==> src/rtl/fib_sched_pkg.sv <==
// fib_sched_pkg: FSM state type, reset values and engine seed constants
// shared by the Fibonacci run scheduler and its term engine.
`default_nettype none

package fib_sched_pkg;

  typedef enum logic [0:0] {
    IDLE = 1'b0,
    RUN  = 1'b1
  } state_t;

  localparam state_t STATE_RST = IDLE;
  localparam logic   OVF_RST   = 1'b0;

  // Seeds loaded on every clear so each run starts 0, 1, 1, 2, ...
  localparam int A0 = 0;
  localparam int B0 = 1;

endpackage

`default_nettype wire

==> src/rtl/fib_core.sv <==
// fib_core: two-register Fibonacci term engine with sticky wrap tracking.
// term is the current term a; ovf marks that a's true value exceeds 2^WIDTH-1.
`default_nettype none

module fib_core
  import fib_sched_pkg::*;
#(
  parameter int WIDTH = 32
) (
  input  logic             clk,
  input  logic             rst,
  input  logic             clear,
  input  logic             step,
  output logic [WIDTH-1:0] term,
  output logic             ovf
);

  logic [WIDTH-1:0] a;
  logic [WIDTH-1:0] b;
  logic             ovf_a;
  logic             ovf_b;
  logic [WIDTH:0]   sum;

  assign sum = {1'b0, a} + {1'b0, b};

  // b is one term ahead of a, so its wrap flag becomes a's flag one step later.
  always_ff @(posedge clk) begin
    if (rst || clear) begin
      a     <= WIDTH'(A0);
      b     <= WIDTH'(B0);
      ovf_a <= OVF_RST;
      ovf_b <= OVF_RST;
    end else if (step) begin
      a     <= b;
      b     <= sum[WIDTH-1:0];
      ovf_b <= sum[WIDTH] | ovf_a | ovf_b;
      ovf_a <= ovf_b;
    end
  end

  assign term = a;
  assign ovf  = ovf_a;

endmodule

`default_nettype wire

==> src/rtl/fib_sched.sv <==
// fib_sched: round-robin scheduler sharing one Fibonacci engine among
// NUM_REQ requesters; streams tagged terms on a valid/ready port.
`default_nettype none

module fib_sched
  import fib_sched_pkg::*;
#(
  parameter  int NUM_REQ = 4,
  parameter  int WIDTH   = 32,
  parameter  int CNT_W   = 8,
  localparam int ID_W    = $clog2(NUM_REQ)
) (
  input  logic                     clk,
  input  logic                     rst,
  input  logic [NUM_REQ-1:0]       req_valid,
  input  logic [NUM_REQ*CNT_W-1:0] req_count,
  output logic [NUM_REQ-1:0]       req_ready,
  output logic                     out_valid,
  input  logic                     out_ready,
  output logic [WIDTH-1:0]         out_data,
  output logic [ID_W-1:0]          out_id,
  output logic                     out_last,
  output logic                     out_ovf,
  output logic                     busy
);

  state_t           state;
  state_t           next_state;
  logic [ID_W-1:0]  rr_ptr;
  logic [ID_W-1:0]  id;
  logic [CNT_W-1:0] remaining;

  logic             any_req;
  logic [ID_W-1:0]  gidx;
  logic [CNT_W-1:0] gcount;
  logic             accept;
  logic             fire;
  logic             last;
  logic [WIDTH-1:0] term;
  logic             term_ovf;

  // Walk offsets from NUM_REQ down to 1 so the nearest requester after rr_ptr wins.
  always_comb begin
    any_req = 1'b0;
    gidx    = '0;
    for (int i = NUM_REQ; i >= 1; i--) begin
      if (req_valid[ID_W'((int'(rr_ptr) + i) % NUM_REQ)]) begin
        any_req = 1'b1;
        gidx    = ID_W'((int'(rr_ptr) + i) % NUM_REQ);
      end
    end
  end

  assign gcount = req_count[int'(gidx)*CNT_W +: CNT_W];
  assign accept = (state == IDLE) && any_req;
  assign last   = (remaining == CNT_W'(1));
  assign fire   = (state == RUN) && out_ready;

  always_comb begin
    req_ready = '0;
    if (accept) req_ready[gidx] = 1'b1;
  end

  // FSM: state register
  always_ff @(posedge clk) begin
    if (rst) state <= STATE_RST;
    else     state <= next_state;
  end

  // FSM: next-state logic
  always_comb begin
    next_state = state;
    case (state)
      IDLE:    if (accept && gcount != '0) next_state = RUN;
      RUN:     if (fire && last)           next_state = IDLE;
      default: next_state = IDLE;
    endcase
  end

  // FSM: output decode; payload is forced to zero outside RUN
  always_comb begin
    out_valid = (state == RUN);
    busy      = (state == RUN);
    out_data  = out_valid ? term     : '0;
    out_id    = out_valid ? id       : '0;
    out_last  = out_valid ? last     : 1'b0;
    out_ovf   = out_valid ? term_ovf : 1'b0;
  end

  always_ff @(posedge clk) begin
    if (rst) begin
      rr_ptr    <= ID_W'(NUM_REQ - 1);
      id        <= '0;
      remaining <= '0;
    end else if (accept) begin
      rr_ptr    <= gidx;
      id        <= gidx;
      remaining <= gcount;
    end else if (fire) begin
      remaining <= remaining - CNT_W'(1);
    end
  end

  fib_core #(
    .WIDTH(WIDTH)
  ) u_core (
    .clk  (clk),
    .rst  (rst),
    .clear(accept),
    .step (fire),
    .term (term),
    .ovf  (term_ovf)
  );

endmodule

`default_nettype wire

==> config.mk <==
export PLATFORM = sky130hd
export DESIGN_NAME = fib_sched
export DESIGN_NICKNAME = d
export VERILOG_FILES = /design/src/rtl/fib_sched_pkg.sv /design/src/rtl/fib_core.sv /design/src/rtl/fib_sched.sv
export SDC_FILE = /design/constraint.sdc
export NUM_CORES = 1
export LEC_CHECK = 0
export CAP_MARGIN = 20
export CORE_MARGIN = 2
export CORE_UTILIZATION = 55
export CTS_CLUSTER_SIZE = 24
export DETAILED_ROUTE_END_ITERATION = 8
export GPL_TIMING_DRIVEN = 0
export PLACE_DENSITY_LB_ADDON = 0.1
export SYNTH_ARGS = -nofsm -noshare
export SYNTH_HDL_FRONTEND = slang
export SYNTH_SLANG_ARGS = --single-unit
export TNS_END_PERCENT = 1
==> constraint.sdc <==
create_clock -name clk -period 5.9 [get_ports clk]
set_input_delay 1.18 -clock clk [delete_from_list [all_inputs] [get_ports clk]]
set_output_delay 1.18 -clock clk [all_outputs]
set_load 0.01 [all_outputs]
Word-level counts from Yosys, hierarchy flattened
Cells that the tools add are included.
{ "totals": {"register_bits": 79, "elab_cells": 65, "output_inout_bits": 42} }
{ "classes": {"eq_ne": 1, "order_cmp": 6, "n_reduce_logical": 8, "add_sub_neg": 6, "muxes": 32, "n_bitwise": 3, "n_shift": 1} }
{ "ops": {"columns": ["op", "n"], "rows": [
  ["adder 32 x 32 -> 33 bit", 1],
  ["two-way mux 32 bit", 1],
  ["indexed part select 32 x 6 -> 8 bit", 1],
  ["two-way mux 1 bit", 17],
  ["< comparator 2 x 4 -> 1 bit (second input constant)", 4],
  ["two-way mux 8 bit", 2],
  ["two-way mux 2 bit", 5],
  ["binary-select mux 1 bit (select 2 bit)", 4],
  ["== test 8 x 1 -> 1 bit (second input constant)", 1],
  ["nonzero test 8 bit", 1],
  ["subtractor 8 x 1 -> 8 bit (second input constant)", 1],
  ["logical AND 1 bit", 5],
  ["adder 2 x 1 -> 2 bit (second input constant)", 2],
  ["adder 2 bit (second input constant)", 2],
  ["two-way mux 4 bit", 1],
  ["< comparator 2 x 3 -> 1 bit (second input constant)", 1],
  ["demux 1 bit (select 2 bit)", 1],
  ["greater-or-equal comparator 2 x 1 -> 1 bit (second input constant)", 1],
  ["OR 1 bit", 2],
  ["case mux 1 bit (2 select lines)", 1],
  ["nonzero test 2 bit", 1],
  ["logical OR 1 bit", 1],
  ["NOT 1 bit", 1]
]} }

Depth between registers and ports, before layout
{ "depth": {"ltp_word": 13, "ltp_mapped": 10, "ltp_nobuf": 9} }

Cells and area by module
Synthesis repeated with hierarchy kept, for this count alone.
{ "hier_totals": {"cells_unflattened": 661, "hier_area_um2": 5501.5} }
{ "by_module_without_submodules": {"columns": ["mod", "n_inst", "area_per_inst_um2", "cells_each"], "rows": [
  ["fib_core", 1, 4116.4, 486],
  ["fib_sched", 1, 1385.1, 175]
]} }

Least setup slack after synthesis
No wires, ideal clock.
{ "synth_path": {"path_type": "input -> output", "from": "in req_valid[0]", "to": "out req_ready[3]", "stages": 6, "t_arrival_ps": 2161, "path_slack_ps": 2559, "t_required_ps": 4720, "cell_sequence": "a21o_2 a31oi_1 buf_6 buf_6 nand2_1 nor2b_1"} }
{ "synth_between": {"elab_chain_cells": 12, "elab_cells_between_ends": 27, "classes_between": "2 x order compare; 23 x mux; 2 x reduce/logical"} }
{ "synth_rtl": {"columns": ["element", "line", "text"], "rows": [
  ["from (decl)", "fib_sched.sv:15", "input logic [NUM_REQ-1:0] req_valid,"],
  ["binary-select mux 1 bit (select 2 bit)", "fib_sched.sv:47", "if (req_valid[ID_W'((int'(rr_ptr) + i) % NUM_REQ)]) begin"],
  ["two-way mux 1 bit (implied by the code) (2 in series)", "fib_sched.sv:47", null],
  ["two-way mux 2 bit (4 in series)", "fib_sched.sv:47", null],
  ["< comparator 2 x 3 -> 1 bit (implied by the code) / greater-or-equal comparator 2 x 1 -> 1 bit (equally long branches)", "fib_sched.sv:61", "if (accept) req_ready[gidx] = 1'b1;"],
  ["logical AND 1 bit (implied by the code)", "fib_sched.sv:61", null],
  ["two-way mux 1 bit (implied by the code)", "fib_sched.sv:61", null],
  ["demux 1 bit (select 2 bit)", "fib_sched.sv:61", null],
  ["two-way mux 4 bit (*)", "fib_sched.sv:61", null],
  ["to (decl)", "fib_sched.sv:17", "output logic [NUM_REQ-1:0] req_ready,"]
]} }
Mark *: on every way between the ends. The rest lies on a longest branch, timed or not. The select of a mux whose other input is x is not followed.

Worst setup path after layout
{ "layout_path": {"from": "in req_valid[0]", "to": "out req_ready[1]"} }
The elaborated chain is that of the path after synthesis.

==> impl_metrics.py <==
metrics = {
    "run_status": {
        "outcome": "completed",
    },
    "job": {
        "max_cap_viol_count": 0,
    },
    "power": {
        "power_density_nw_per_um2": 178,
        "p_total_mw": 1.15,
        "ir_worst_vdd_uv": 151,
        "leakage_nw": 2.44,
    },
    "cells_and_area": {
        "post-route-util": 0.695,
        "final_cells": 914,
        "antenna_cells": 0,
        "fillers": 815,
        "drive_above_1_share": 0.0433,
        "syn2layout_area_growth_pct": 21.6,
        "fin_nets": 854,
    },
    "global_routing": {
        "grt_usage": 0.289,
        "grt_pass1_wl_um": 23900,
        "grt_pass1_vias": 4924,
        "grt_antenna_before_repair": 0,
        "grt_max_degree": 16,
        "grt_overflow": 0,
    },
    "worst_setup_path": {
        "setup.worst_path.end_class": "output port",
        "critPathMaxFanout": 10,
        "path_class": "in2out",
        "cp.required_ns": 4.72,
        "cp-start-kind": "primary input",
        "arrival_ns": 3.36,
    },
    "route": {
        "drc": 0,
        "initialDrtViolationCount": 330,
        "wl_um": 15000,
        "drt_first_pass_iters": 4,
        "vias": 5353,
        "viasPerCell": 5.86,
        "ant_nets": 0,
        "wl_per_cell_um": 16.4,
    },
    "clock_network": {
        "htreeDepth": 3,
        "cts.clk_slew.worst_paths_ns": 0.08,
        "clk_latency_ns": 0.36,
        "cts_made_buffers": 9,
        "cts-root-buf": "clkbuf_8",
        "cts.sinks": 79,
        "cts_buffer_depth": 2,
        "cts_resized": 0,
        "cts_tree": "done",
        "post_cts_buffers": 0,
        "hold_buffers": 0,
    },
    "yosys": {
        "async_reset_ff_frac": 0,
        "avgSynthCellArea_sq_um": 7.70,
        "synthTopCellsByArea": "dfxtp_1 (30%), nand2_1 (8.9%), ha_1 (8.0%)",
        "seq_area_frac_synth": 0.298,
        "synth-seq-cells": 79,
        "synth_top_area_share": 0.298,
        "ys_dominant_reg_cell": "dfxtp_1",
        "synth.most_common_cell": "nand2_1",
        "synth_area_sq_um": 5310,
        "syn_nets": 763,
        "synth_area_leader_cell": "dfxtp_1",
        "synth-edff-count": 0,
        "synth_commonest_cells": "nand2_1 (126), a21oi_1 (81), dfxtp_1 (79), nor2_1 (41), and2_1 (39)",
        "synth_cell_types": 67,
        "netlist_instances": 689,
        "synth_warnings": 0,
    },
    "sta": {
        "rsz0062_at_grt": "false",
        "slew-limit-headroom": 0.524,
        "fin_ws_ns": 1.36,
        "timing.final.crit_share": 0.769,
        "period_minus_slack_ns": 4.54,
        "finalSetupViolCount": 0,
        "skew_ns": 0.0171,
        "finalSetupTns_ns": 0,
        "worstMarginPinSlew_ns": 0.714,
        "slew_viol_final": 0,
        "hold_viol": 0,
        "max_freq_ghz": 0.220,
    },
    "floorplanning": {
        "ios": 81,
        "die_w_um": 102,
        "start_util": 0.571,
        "coreArea_sq_um": 9280,
        "die_h_um": 102,
        "rows": 35,
        "die_area_sq_um": 10400,
    },
    "placed_design": {
        "dp_slack_ns": 1.37,
        "hpwl_um": 11300,
        "port_buffers": 80,
        "dp_cells": 898,
        "place_congestion": 0.944,
    },
    "min_path": {
        "hold_class": "reg2reg",
    },
}
==> power breakdown <==
group / internal (mW) / total [mW] / switching, mW
Combinational: 0.0911 / 0.205 / 0.114
Clock: 0.158 / 0.386 / 0.228
Sequential: 0.546 / 0.560 / 0.0134
Total: 0.795 / 1.15 / 0.355
==> placed cells by master, fill, tap and decap left out, types with 3 or more instances in the layout <==
cell type / Yosys / final
dfxtp_1: 79 / 79
or3_1: 6 / 6
nor2b_1: 5 / 5
o221ai_1: 4 / 4
nor3_1: 10 / 10
inv_1: 11 / 11
ha_1: 34 / 34
buf_2: 4 / 4
xor2_1: 4 / 4
a211oi_1: 14 / 14
o21ai_0: 22 / 22
o21bai_1: 5 / 5
xnor2_1: 22 / 22
nand4_1: 7 / 7
nand2b_1: 6 / 6
nand3_1: 17 / 17
o21ai_1: 7 / 7
a21o_1: 17 / 17
mux2i_1: 25 / 25
nor2_1: 41 / 41
or4_1: 3 / 3
clkbuf_1: 29 / 29
buf_1: 5 / 5
nand2_1: 126 / 126
a211o_1: 3 / 3
o22ai_1: 3 / 3
and2_1: 39 / 39
a21oi_1: 81 / 81
a31oi_1: 5 / 5
o31ai_1: 5 / 5
clkbuf_8: 0 / 9
and3_1: 6 / 6
clkdlybuf4s50_1: 0 / 80
o21a_1: 3 / 3
==> logic make-up after synthesis <==
family | Yosys count | synth area share
compound gates | 196 | 0.240
xor+xnor | 26 | 0.0429
fa+ha+maj | 35 | 0.0840
buf+inv | 53 | 0.0450
flops | 79 | 0.298
mux | 25 | 0.0472
simple gates | 275 | 0.242
==> layout make-up <==
type / count / area [sq um] / share of cell area
clock buffers: 9 / 124 / 0.0192
clock inverters: 7 / 57.6 / 0.00893
flip-flops and latches: 79 / 1580 / 0.245
well taps: 129 / 161 / 0.0250
multi-input cells: 557 / 3480 / 0.540
repair buffers: 80 / 801 / 0.124
inverters: 11 / 41.3 / 0.00640
plain buffers: 42 / 198 / 0.0307
==> per-stage QoR <==
stage	cell area (sq um)	hold WS (ns)
finish	6450	0.461
global route	6450	0.487
CTS	6450	0.463
detailed placement	6270	0.451
global placement	6270	0.441
floorplan	5310	0.432
==> path summary, 6_finish.rpt <==
check,start,to,slack (ns),cells past startpoint
worst max register to register,u_core.term[0],u_core.b[30],2.92,9
worst min-delay path,id[1],id[1],0.46,2
worst min register to register,id[1],id[1],0.46,2
worst max-delay path,req_valid[0],req_ready[1],1.36,7
==> per-layer routing <==
| metal | up-vias | global-route usage | wire (um) |
|---|---|---|---|
| li1 | 2626 | - | - |
| met1 | 2521 | 0.389 | 6750 |
| met2 | 188 | 0.481 | 7060 |
| met3 | 18 | 0.0321 | 946 |
| met4 | 0 | 0.106 | 250 |
| met5 | - | 0 | 0 |
==> registers in the layout, indices dropped and copies added (netlist names) <==
register      flops
u_core.b         32
u_core.term      32
remaining         8
id                2
rr_ptr            2
busy              1
u_core.ovf        1
u_core.ovf_b      1
==> critical path: stages <==
cell	delay, ns
clkdlybuf4s50_1	0.57
nor2_1	0.08
a21o_1	0.17
clkbuf_1	0.21
buf_1	0.30
nor3b_1	0.26
clkdlybuf4s50_1	0.58
Power figures use the tool's default switching activity.
==> RTL change: new RTL, config.mk and constraints unchanged <==
Reset style: asynchronous (`rst`), changed in 2 clocked blocks.
--- a/src/rtl/fib_sched.sv
+++ b/src/rtl/fib_sched.sv
@@ -62,7 +62,7 @@
   end
 
   // FSM: state register
-  always_ff @(posedge clk) begin
+  always_ff @(posedge clk or posedge rst) begin
     if (rst) state <= STATE_RST;
     else     state <= next_state;
   end
@@ -87,7 +87,7 @@
     out_ovf   = out_valid ? term_ovf : 1'b0;
   end
 
-  always_ff @(posedge clk) begin
+  always_ff @(posedge clk or posedge rst) begin
     if (rst) begin
       rr_ptr    <= ID_W'(NUM_REQ - 1);
       id        <= '0;
Check against the original RTL: differs if rst is asserted again (counterexample within 4 cycles, from zero or initial values and one cycle with rst high); with rst held inactive, the same outputs for 4 cycles.
==> RTL change against the original RTL <==
Routed wire length is 3.8% lower; die area is 0.73% higher; design area is 0.76% higher; clock skew is 7.4 ps lower; highest routed layer unchanged; via count is 2.4% lower; setup slack worse by 260 ps; critical path depth stayed put; largest cell class unchanged; sequential cell count stayed put; sequential share of layout area is 0.86 points higher; global-route usage is 0.10 points lower; area after synthesis is 0.75% higher.
Power is not compared: it rests on default switching activity, and its combinational part moved more than twofold at a synthesized area within 25%.
==> RTL change: results (changes against the original RTL) <==
outcome=finished clean; postcts setup bufs=0 (unchanged); synth cell count leaders=128 x nand2_1, 79 x a21oi_1, 66 x dfxtp_1; GRT met1 Usage=0.364 (-0.0246); GRT Util Overall=0.288 (-0.00101); Ant. Diodes=0 (unchanged); clk root buf=clkbuf_8; Leak=2.65 nW; origin of the critical flop-to-flop path=u_core.term[0]; wire per inst=16.0 µm (-2.5%); Crit path arrival time=3620 ps (+260 ps); final net count=842 (-1.4%); dominant cells by area after synthesis=dfxtp_1 25%, nand2_1 9.0%, ha_1 8.0%; Max stage delay on crit path=660 ps (+80 ps); vias per cell=5.80 (-0.98%); Hold Path Depth=2 (unchanged); total vias in the final route=5225 (-2.4%); largest net degree at the start of global routing=15 (-1); clock insertion delay at the later pin of the skew report=370 ps; dpl cell area=0.00631 mm² (+0.64%); Ys Warns=0 (unchanged); hold path endpoint=u_core.b[29]; total grt overflow=0 (unchanged); cell family with most CP delay=buffers and inverters; Top FF cell, synth=dfxtp_1; Port Buf Inserts=80 (unchanged); Distinct cells, synth=66 (-1.5%); reg2reg end=u_core.b[26]; final hold slack=468 ps (+7.20 ps); slowest library cell on the worst path=a21oi_1; GR Util met2=0.509 (+0.0275); initial antenna violation count=0 (unchanged); Routability Congestion=0.905 (-4.1%); #FFs+latches synth=79 (unchanged); grt met3 use=0.0481 (+0.0160); placed cell count=886 (-1.3%); flop-to-flop setup slack=2880 ps (-40 ps); Clock Skews=9.67 ps (-7.43 ps); Hold Startpoint=u_core.b[29]; CTS Buffer Depth=2 (unchanged); first-pass GRT wire length=24.0 mm (+0.26%); Syn Nets=751 (-1.6%); worst r2r path cells=10 (+1); worst hold path type=reg -> reg; worst-path fanout max=10 (unchanged); Post-synth ARST share=0.165 (+0.165); DP Wirelength=11.0 mm (-2.2%); vias in the first global route=5139 (+4.4%); Synth Area per Inst=7.90 µm² (+2.5%); H-tree levels=3 (unchanged); sequential area share after synthesis=0.309 (+0.0104); share of cells above drive strength 1=0.0687 (+0.0253); DRT iter0 DRCs=232 (-30%); Worst slew margin=0.431 (-0.0925); drt first pass iters=5 (+1)
==> RTL change: routing by layer <==
metal  part of all wire  up-vias
met3              0.051       23
met1               0.44     2481
met5                  0        -
met2               0.49      150
met4              0.015        0
li1                   -     2571
==> RTL change: kinds of logic after synthesis <==
logic type | synth area share
mux | 0.0506
simple gates | 0.247
fa+ha+maj | 0.0833
buf+inv | 0.0482
compound gates | 0.223
flops | 0.309
xor+xnor | 0.0393
==> RTL change: final cells by class <==
cell class	instances	area, µm²
multi-input cells	547	3440
inverters	11	41.3
clock buffers	11	163
flip-flops and latches	79	1650
plain buffers	40	216
clock inverters	4	27.5
well taps	129	161
repair buffers	80	801
fillers	817	2830
==> RTL change: how the worst max path moves through the flow <==
stage                     cells after the start      endpoint  slack [ps]          from
after floorplan                               5  req_ready[1]        2450  req_valid[1]
after global placement                        7  req_ready[1]        1190  req_valid[1]
after detailed placement                      7  req_ready[1]        1100  req_valid[3]
after CTS                                     7  req_ready[1]        1100  req_valid[3]
after global routing                          7  req_ready[1]         890  req_valid[3]
final                                         7  req_ready[1]        1100  req_valid[3]
==> RTL change: power by group <==
part / leakage (nW) / internal, W / total [W] / switching [W]
Combinational: 1.87 / 0.000234 / 0.000597 / 0.000363
Clock: 0.101 / 0.000189 / 0.000401 / 0.000213
Sequential: 0.682 / 0.000594 / 0.000648 / 0.0000537
==> RTL change: worst min-delay path, cell delays in order, from the launching register on <==
cell and delay [ps]:
dfxtp_1 330, nand2_1 50, o21ai_1 50
==> RTL change: metrics by stage <==
step	util	total power, W	setup slack, ps
global placement	0.676	0.00123	1190
global route	0.697	0.00174	891
finish	0.697	0.00165	1100
CTS	0.697	0.00165	1100
detailed placement	0.676	0.00125	1100
floorplan	-	0.00104	2450
